## src/rtl/rvh_noc_pkg.sv

```systemverilog
// rvh_noc_pkg
// Shared NoC types and widths for the router, the couple module and the
// local injection buffer.
//   io_port_t            : router output port selected by look-ahead routing
//   local_inject_entry_t : one buffered injection flit (payload, target, QoS)
package rvh_noc_pkg;

   localparam int NodeID_X_Width         = 2;
   localparam int NodeID_Y_Width         = 2;
   localparam int QoS_Value_Width        = 4;
   localparam int VC_ID_NUM_MAX_W        = 2;
   localparam int LOCAL_INJECT_PAYLOAD_W = 64;

   typedef enum logic [2:0] {
      N = 3'd0,
      S = 3'd1,
      E = 3'd2,
      W = 3'd3,
      L = 3'd4
   } io_port_t;

   typedef struct packed {
      logic [LOCAL_INJECT_PAYLOAD_W-1:0] payload;
      logic [NodeID_X_Width-1:0]         tgt_x;
      logic [NodeID_Y_Width-1:0]         tgt_y;
      logic [QoS_Value_Width-1:0]        qos;
   } local_inject_entry_t;

endpackage

```

## src/rtl/noc_sync_fifo.sv

```systemverilog
// noc_sync_fifo
// Single-clock FIFO with registered pointers and occupancy count. The head
// entry is presented combinationally; there is no write-to-read bypass, so a
// pushed entry becomes visible at the head one cycle after the push edge.
// Ports:
//   clk, rst     : clock, synchronous active-high reset (storage not reset)
//   push, pop    : qualified enqueue / dequeue strobes (callers gate them)
//   wdata, rdata : entry written on push / entry at the head
//   count        : current number of entries
//   full, empty  : count == DEPTH / count == 0
module noc_sync_fifo
   import rvh_noc_pkg::*;
#(
   parameter int  DEPTH   = 4,
   parameter type entry_t = local_inject_entry_t,
   parameter int  CNT_W   = $clog2(DEPTH + 1)
) (
   input  logic             clk,
   input  logic             rst,
   input  logic             push,
   input  logic             pop,
   input  entry_t           wdata,
   output entry_t           rdata,
   output logic [CNT_W-1:0] count,
   output logic             full,
   output logic             empty
);

   localparam int PTR_W = (DEPTH > 1) ? $clog2(DEPTH) : 1;
   localparam logic [PTR_W-1:0] LAST_IDX = PTR_W'(DEPTH - 1);

   entry_t           mem [DEPTH];
   logic [PTR_W-1:0] wr_ptr;
   logic [PTR_W-1:0] rd_ptr;

   // Explicit wrap keeps non-power-of-two depths correct.
   function automatic logic [PTR_W-1:0] next_ptr(input logic [PTR_W-1:0] ptr);
      return (ptr == LAST_IDX) ? '0 : ptr + PTR_W'(1);
   endfunction

   assign full  = (count == CNT_W'(DEPTH));
   assign empty = (count == '0);
   assign rdata = mem[rd_ptr];

   // Storage is deliberately left out of reset; the count guards it.
   always_ff @(posedge clk) begin
      if (push) begin
         mem[wr_ptr] <= wdata;
      end
   end

   // Pointers and count; simultaneous push and pop leaves the count unchanged.
   always_ff @(posedge clk) begin
      if (rst) begin
         wr_ptr <= '0;
         rd_ptr <= '0;
         count  <= '0;
      end else begin
         if (push) begin
            wr_ptr <= next_ptr(wr_ptr);
         end
         if (pop) begin
            rd_ptr <= next_ptr(rd_ptr);
         end
         case ({push, pop})
            2'b10:   count <= count + CNT_W'(1);
            2'b01:   count <= count - CNT_W'(1);
            default: count <= count;
         endcase
      end
   end

   // Overflow and underflow guards; these only fire if a caller ignores
   // full/empty.
   always_ff @(posedge clk) begin
      if (!rst) begin
         assert (!(push && !pop && full));
         assert (!(pop && empty));
         assert (count <= CNT_W'(DEPTH));
      end
   end

endmodule

```

## src/rtl/local_port_inject_buffer.sv

```systemverilog
// local_port_inject_buffer
// Injection-side flit buffer between a local device and its couple module.
// Device flits are queued in order; the head's target and QoS are offered to
// the couple module, and a credit grant dequeues the head into a registered
// output stage toward the router local input port, tagged with the granted
// VC and the look-ahead routing result from the grant cycle.
// Ports:
//   clk, rst                     : clock, synchronous active-high reset
//   dev_flit_*, dev_tgt_*, dev_qos_i : device-side valid/ready enqueue
//   head_*                       : head flit status toward the couple module
//   free_credit_*, look_ahead_routing_i : couple grant, VC and routing
//   rx_flit_*                    : registered flit toward the router
//   occupancy_o                  : current FIFO entry count
module local_port_inject_buffer
   import rvh_noc_pkg::*;
#(
   parameter int DEPTH          = 4,
   parameter int FLIT_PAYLOAD_W = 64,
   parameter int CNT_W          = $clog2(DEPTH + 1)
) (
   input  logic                       clk,
   input  logic                       rst,
   input  logic                       dev_flit_v_i,
   output logic                       dev_flit_rdy_o,
   input  logic [FLIT_PAYLOAD_W-1:0]  dev_flit_payload_i,
   input  logic [NodeID_X_Width-1:0]  dev_tgt_x_i,
   input  logic [NodeID_Y_Width-1:0]  dev_tgt_y_i,
   input  logic [QoS_Value_Width-1:0] dev_qos_i,
   output logic                       head_vld_o,
   output logic [NodeID_X_Width-1:0]  head_tgt_x_o,
   output logic [NodeID_Y_Width-1:0]  head_tgt_y_o,
   output logic [QoS_Value_Width-1:0] head_qos_o,
   input  logic                       free_credit_vld_i,
   input  logic [VC_ID_NUM_MAX_W-1:0] free_credit_vc_id_i,
   input  io_port_t                   look_ahead_routing_i,
   output logic                       rx_flit_v_o,
   output logic [FLIT_PAYLOAD_W-1:0]  rx_flit_payload_o,
   output logic [NodeID_X_Width-1:0]  rx_flit_tgt_x_o,
   output logic [NodeID_Y_Width-1:0]  rx_flit_tgt_y_o,
   output logic [QoS_Value_Width-1:0] rx_flit_qos_o,
   output logic [VC_ID_NUM_MAX_W-1:0] rx_flit_vc_id_o,
   output io_port_t                   rx_flit_look_ahead_routing_o,
   output logic [CNT_W-1:0]           occupancy_o
);

   // Same layout as local_inject_entry_t, but sized by this instance's payload.
   typedef struct packed {
      logic [FLIT_PAYLOAD_W-1:0]  payload;
      logic [NodeID_X_Width-1:0]  tgt_x;
      logic [NodeID_Y_Width-1:0]  tgt_y;
      logic [QoS_Value_Width-1:0] qos;
   } entry_t;

   entry_t wr_entry;
   entry_t head_entry;
   logic   enq;
   logic   deq;
   logic   full;
   logic   empty;

   // Ready depends only on registered occupancy, never on the credit input.
   assign dev_flit_rdy_o = !full;
   assign head_vld_o     = !empty;
   assign enq            = dev_flit_v_i && dev_flit_rdy_o;
   assign deq            = head_vld_o && free_credit_vld_i;

   assign wr_entry.payload = dev_flit_payload_i;
   assign wr_entry.tgt_x   = dev_tgt_x_i;
   assign wr_entry.tgt_y   = dev_tgt_y_i;
   assign wr_entry.qos     = dev_qos_i;

   assign head_tgt_x_o = head_entry.tgt_x;
   assign head_tgt_y_o = head_entry.tgt_y;
   assign head_qos_o   = head_entry.qos;

   noc_sync_fifo #(
      .DEPTH   (DEPTH),
      .entry_t (entry_t),
      .CNT_W   (CNT_W)
   ) u_fifo (
      .clk   (clk),
      .rst   (rst),
      .push  (enq),
      .pop   (deq),
      .wdata (wr_entry),
      .rdata (head_entry),
      .count (occupancy_o),
      .full  (full),
      .empty (empty)
   );

   // Output stage has no backpressure: a credit already reserves a router
   // slot. Fields hold their last value when no flit is dequeued.
   always_ff @(posedge clk) begin
      if (rst) begin
         rx_flit_v_o                  <= 1'b0;
         rx_flit_payload_o            <= '0;
         rx_flit_tgt_x_o              <= '0;
         rx_flit_tgt_y_o              <= '0;
         rx_flit_qos_o                <= '0;
         rx_flit_vc_id_o              <= '0;
         rx_flit_look_ahead_routing_o <= io_port_t'(3'd0);
      end else begin
         rx_flit_v_o <= deq;
         if (deq) begin
            rx_flit_payload_o            <= head_entry.payload;
            rx_flit_tgt_x_o              <= head_entry.tgt_x;
            rx_flit_tgt_y_o              <= head_entry.tgt_y;
            rx_flit_qos_o                <= head_entry.qos;
            rx_flit_vc_id_o              <= free_credit_vc_id_i;
            rx_flit_look_ahead_routing_o <= look_ahead_routing_i;
         end
      end
   end

endmodule

```

## config.mk

```make
export PLATFORM = sky130hd
export DESIGN_NAME = local_port_inject_buffer
export DESIGN_NICKNAME = d
export VERILOG_FILES = /design/src/rtl/rvh_noc_pkg.sv /design/src/rtl/noc_sync_fifo.sv /design/src/rtl/local_port_inject_buffer.sv
export SDC_FILE = /design/constraint.sdc
export NUM_CORES = 1
export LEC_CHECK = 0
export BUFFER_PORTS_ARGS = -buffer_cell sky130_fd_sc_hd__buf_2
export CELL_PAD_IN_SITES_DETAIL_PLACEMENT = 0
export CELL_PAD_IN_SITES_GLOBAL_PLACEMENT = 1
export CORE_AREA = 2 2 170 172
export CTS_BUF_LIST = sky130_fd_sc_hd__clkbuf_4
export DETAILED_ROUTE_END_ITERATION = 16
export DIE_AREA = 0 0 172 174
export HOLD_SLACK_MARGIN = 0.02
export PLACE_DENSITY_LB_ADDON = 0.1
export SLEW_MARGIN = 10
export SYNTH_ARGS = -nofsm -noshare
export SYNTH_HDL_FRONTEND = slang
export SYNTH_SLANG_ARGS = --single-unit
```

## constraint.sdc

```tcl
create_clock -name clk -period 4 [get_ports clk]
set_clock_uncertainty 0.1 [all_clocks]
set_input_delay 0.6 -clock clk [delete_from_list [all_inputs] [get_ports clk]]
set_output_delay 0.6 -clock clk [all_outputs]
set_load 0.01 [all_outputs]
```

==> results.sh <==
export IMPL_clockRootBuffer="clkbuf_4"
export IMPL_multiInputGateArea_um2=2720
export IMPL_clkPwrFrac_pct=31.3
export IMPL_grtUsageTotal_pct=18.3
export IMPL_post_route_period_util_pct=76.0
export IMPL_core_um2=28200
export IMPL_fin_setup_tns_ns=0
export IMPL_detail_route_antenna_nets=0
export IMPL_worstSkewPairLatency_ns=0.70
export IMPL_arrival_ns=2.34
export IMPL_htree_levels=3
export IMPL_place_gp_congestion=0.702
export IMPL_die_w_um=172
export IMPL_p_leak_uw=0.00606
export IMPL_clkTransAtPathRegs_ns=0.07
export IMPL_period_minus_slack_ns=3.04
export IMPL_syn_to_final_growth_pct=24.2
export IMPL_post_cts_buffers=0
export IMPL_yosysSeqAreaShare_pct=77.8
export IMPL_switching_share_pct=26.9
export IMPL_critPathKind="reg -> out"
export IMPL_first_global_vias=7703
export IMPL_synthDistinctLibCells=27
export IMPL_max_freq_mhz=329
export IMPL_worst_slew_pin_slew_ns=0.974
export IMPL_detail_route_wl_per_cell_um=19.1
export IMPL_io_buffers=171
export IMPL_antenna_found_initial=2
export IMPL_slew_headroom_pct=35.0
export IMPL_syn_mean_instance_area_um2=21.5
export IMPL_io_pins=172
export IMPL_drt_iter0_markers=365
export IMPL_yosysWarnings=0
export IMPL_vias=7086
export IMPL_initial_core_util_pct=47.3
export IMPL_firstDrtPassIters=4
export IMPL_die_y_um=174
export IMPL_syn_num_nets=708
export IMPL_maxCapViolations=0
export IMPL_pwr_share_comb_pct=19.1
export IMPL_wl_um=26600
export IMPL_hold_viol_final=0
export IMPL_rows=62
export IMPL_ir_worst_vdd_v=0.000383
export IMPL_status="completed"
export IMPL_cts_buffers=92
export IMPL_syn_inst=620
export IMPL_intPower_uw=7350
export IMPL_critPathMaxFanout=35
export IMPL_dieArea_um2=29900
export IMPL_cts_tree="done"
export IMPL_drive_gt1_share_pct=46.8
export IMPL_worstSetupStartpointType="register"
export IMPL_syn_area_um2=13400
export IMPL_fill_cells=2238
export IMPL_hold_class="in -> reg"
export IMPL_seqPwrFrac_pct=49.6
export IMPL_clockBufferDepth=3
export IMPL_slew_violations=0
export IMPL_grt_max_degree=58
export IMPL_clock_sinks=375
export IMPL_hpwl_um=14700
export IMPL_power_uw=10100
export IMPL_endpoint_kind="output pin"
export IMPL_setup_viol=0
export IMPL_rsz0062_at_grt="false"
export IMPL_grt_overflow=0
export IMPL_grt_pass1_wl_um=41300
export IMPL_fin_nets=1021
export IMPL_seq_area_um2=10400
export IMPL_viasPerCell=5.07
export IMPL_critPathRequiredTime_ns=3.30
export IMPL_p_sw_uw=2700
export IMPL_ys_ff_latch=375
export IMPL_drcViolationCount=0
export IMPL_power_density_nw_per_um2=606
metrics by stage:
stage	hold WS (ns)	setup WS, ns	util, %	instances	cell area [um^2]
6_report	0.146	0.960	58.8	1398	16600
5_1_grt	0.112	0.750	58.8	1398	16600
4_1_cts	0.0741	0.817	58.8	1396	16600
3_5_place_dp	0.351	1.31	51.7	1146	14600
3_3_place_gp	0.351	1.45	51.7	1146	14600
2_1_floorplan	0.354	0.879	-	620	13400
what timing repair did:
| action | CTS | global route |
|---|---|---|
| hold endpoints to repair | 288 | 0 |
| resized for setup | 0 | 0 |
| endpoints found under the setup margin | 0 | 0 |
| hold buffers | 77 | 0 |
cells in the final DEF, fill, tap and decap left out, drive strengths merged:
cell	n
a21o	2
bufinv	1
nand2	14
dfxtp	87
buf	183
diode	2
mux4	72
o31ai	1
nor2	6
o21ai	1
clkinvlp	4
fa	1
dlygate4sd3	77
a22o	72
or3b	1
a21oi	11
xor2	2
edfxtp	288
inv	7
clkbuf	140
or3	3
clkinv	27
nand3	2
ha	6
and3	4
worst max-delay path, cell delays in order (launching register included):
cell     delay [ns]
dfxtp_4        0.84
mux4_2         0.64
buf_2          0.16
worst paths after layout:
kind | depth (start not counted) | slack, ns | from | to
max | 2 | 0.96 | register | head_tgt_x_o[1]
min | 3 | 0.15 | dev_flit_v_i | u_fifo.wr_ptr[0]
max reg2reg | 8 | 1.32 | u_fifo.count[2] | u_fifo.count[2]
min reg2reg | 2 | 0.37 | rx_flit_look_ahead_routing_o[1] | rx_flit_look_ahead_routing_o[1]
Yosys cell counts (all sizes together):
library cell  number  area share (%)
a21o               2            0.11
nand2             14            0.39
clkbuf            13            0.37
buf               28             1.5
mux4              72              12
dfxtp             87              13
fa                 1            0.15
or3                3            0.17
a21oi             11            0.41
o31ai              1            0.16
ha                 6            0.56
nand3              2           0.075
edfxtp           288              65
inv                6            0.17
or3b               1           0.066
a22o              72             5.3
xor2               2            0.13
nor2               6            0.31
and3               4            0.19
o21ai              1           0.037
registers in the layout, indices dropped and copies added (netlist names), named ones only:
register and count:
u_fifo.rd_ptr 2, rx_flit_vc_id_o 2, u_fifo.mem 288, u_fifo.count 3, u_fifo.wr_ptr 2, rx_flit_qos_o 4
rx_flit_tgt_y_o 2, rx_flit_tgt_x_o 2, rx_flit_v_o 1, rx_flit_payload_o 64, rx_flit_look_ahead_routing_o 3
layout make-up:
class	instances	area share, %
Timing Repair Buffer	260	10.6
Multi-Input combinational cell	198	16.4
Antenna cell	2	0.0302
Clock buffer	140	6.33
Tap cell	384	2.90
Sequential cell	375	62.7
Clock inverter	33	1.01
Inverter	6	0.136
kinds of logic after synthesis:
| logic type | count (synthesis) | synth area share (%) |
|---|---|---|
| AOI/OAI and AO/OA | 87 | 5.98 |
| xor gates and xnor gates | 2 | 0.131 |
| adders and majority gates | 7 | 0.712 |
| buffers and inverters | 47 | 2.07 |
| DFF | 375 | 77.8 |
| muxes | 72 | 12.1 |
| and+or+nand+nor | 30 | 1.20 |
power by group through the flow:
stage / combinational, uW / sequential [uW] / clock (uW)
2_1_floorplan: 1280 / 5060 / 0
3_3_place_gp: 1870 / 5050 / 0
3_5_place_dp: 1900 / 5080 / 0
4_1_cts: 1970 / 5000 / 3260
5_1_grt: 2080 / 5060 / 3490
6_report: 1920 / 4990 / 3140
layer usage:
layer	global-route usage, %	vias to the layer above	wire (um)
met2	30.7	211	13600
met5	0	-	0
met1	22.8	3598	10900
li1	-	3252	-
met3	5.26	25	1730
met4	6.65	0	386
(Power assumes the default switching activity.)
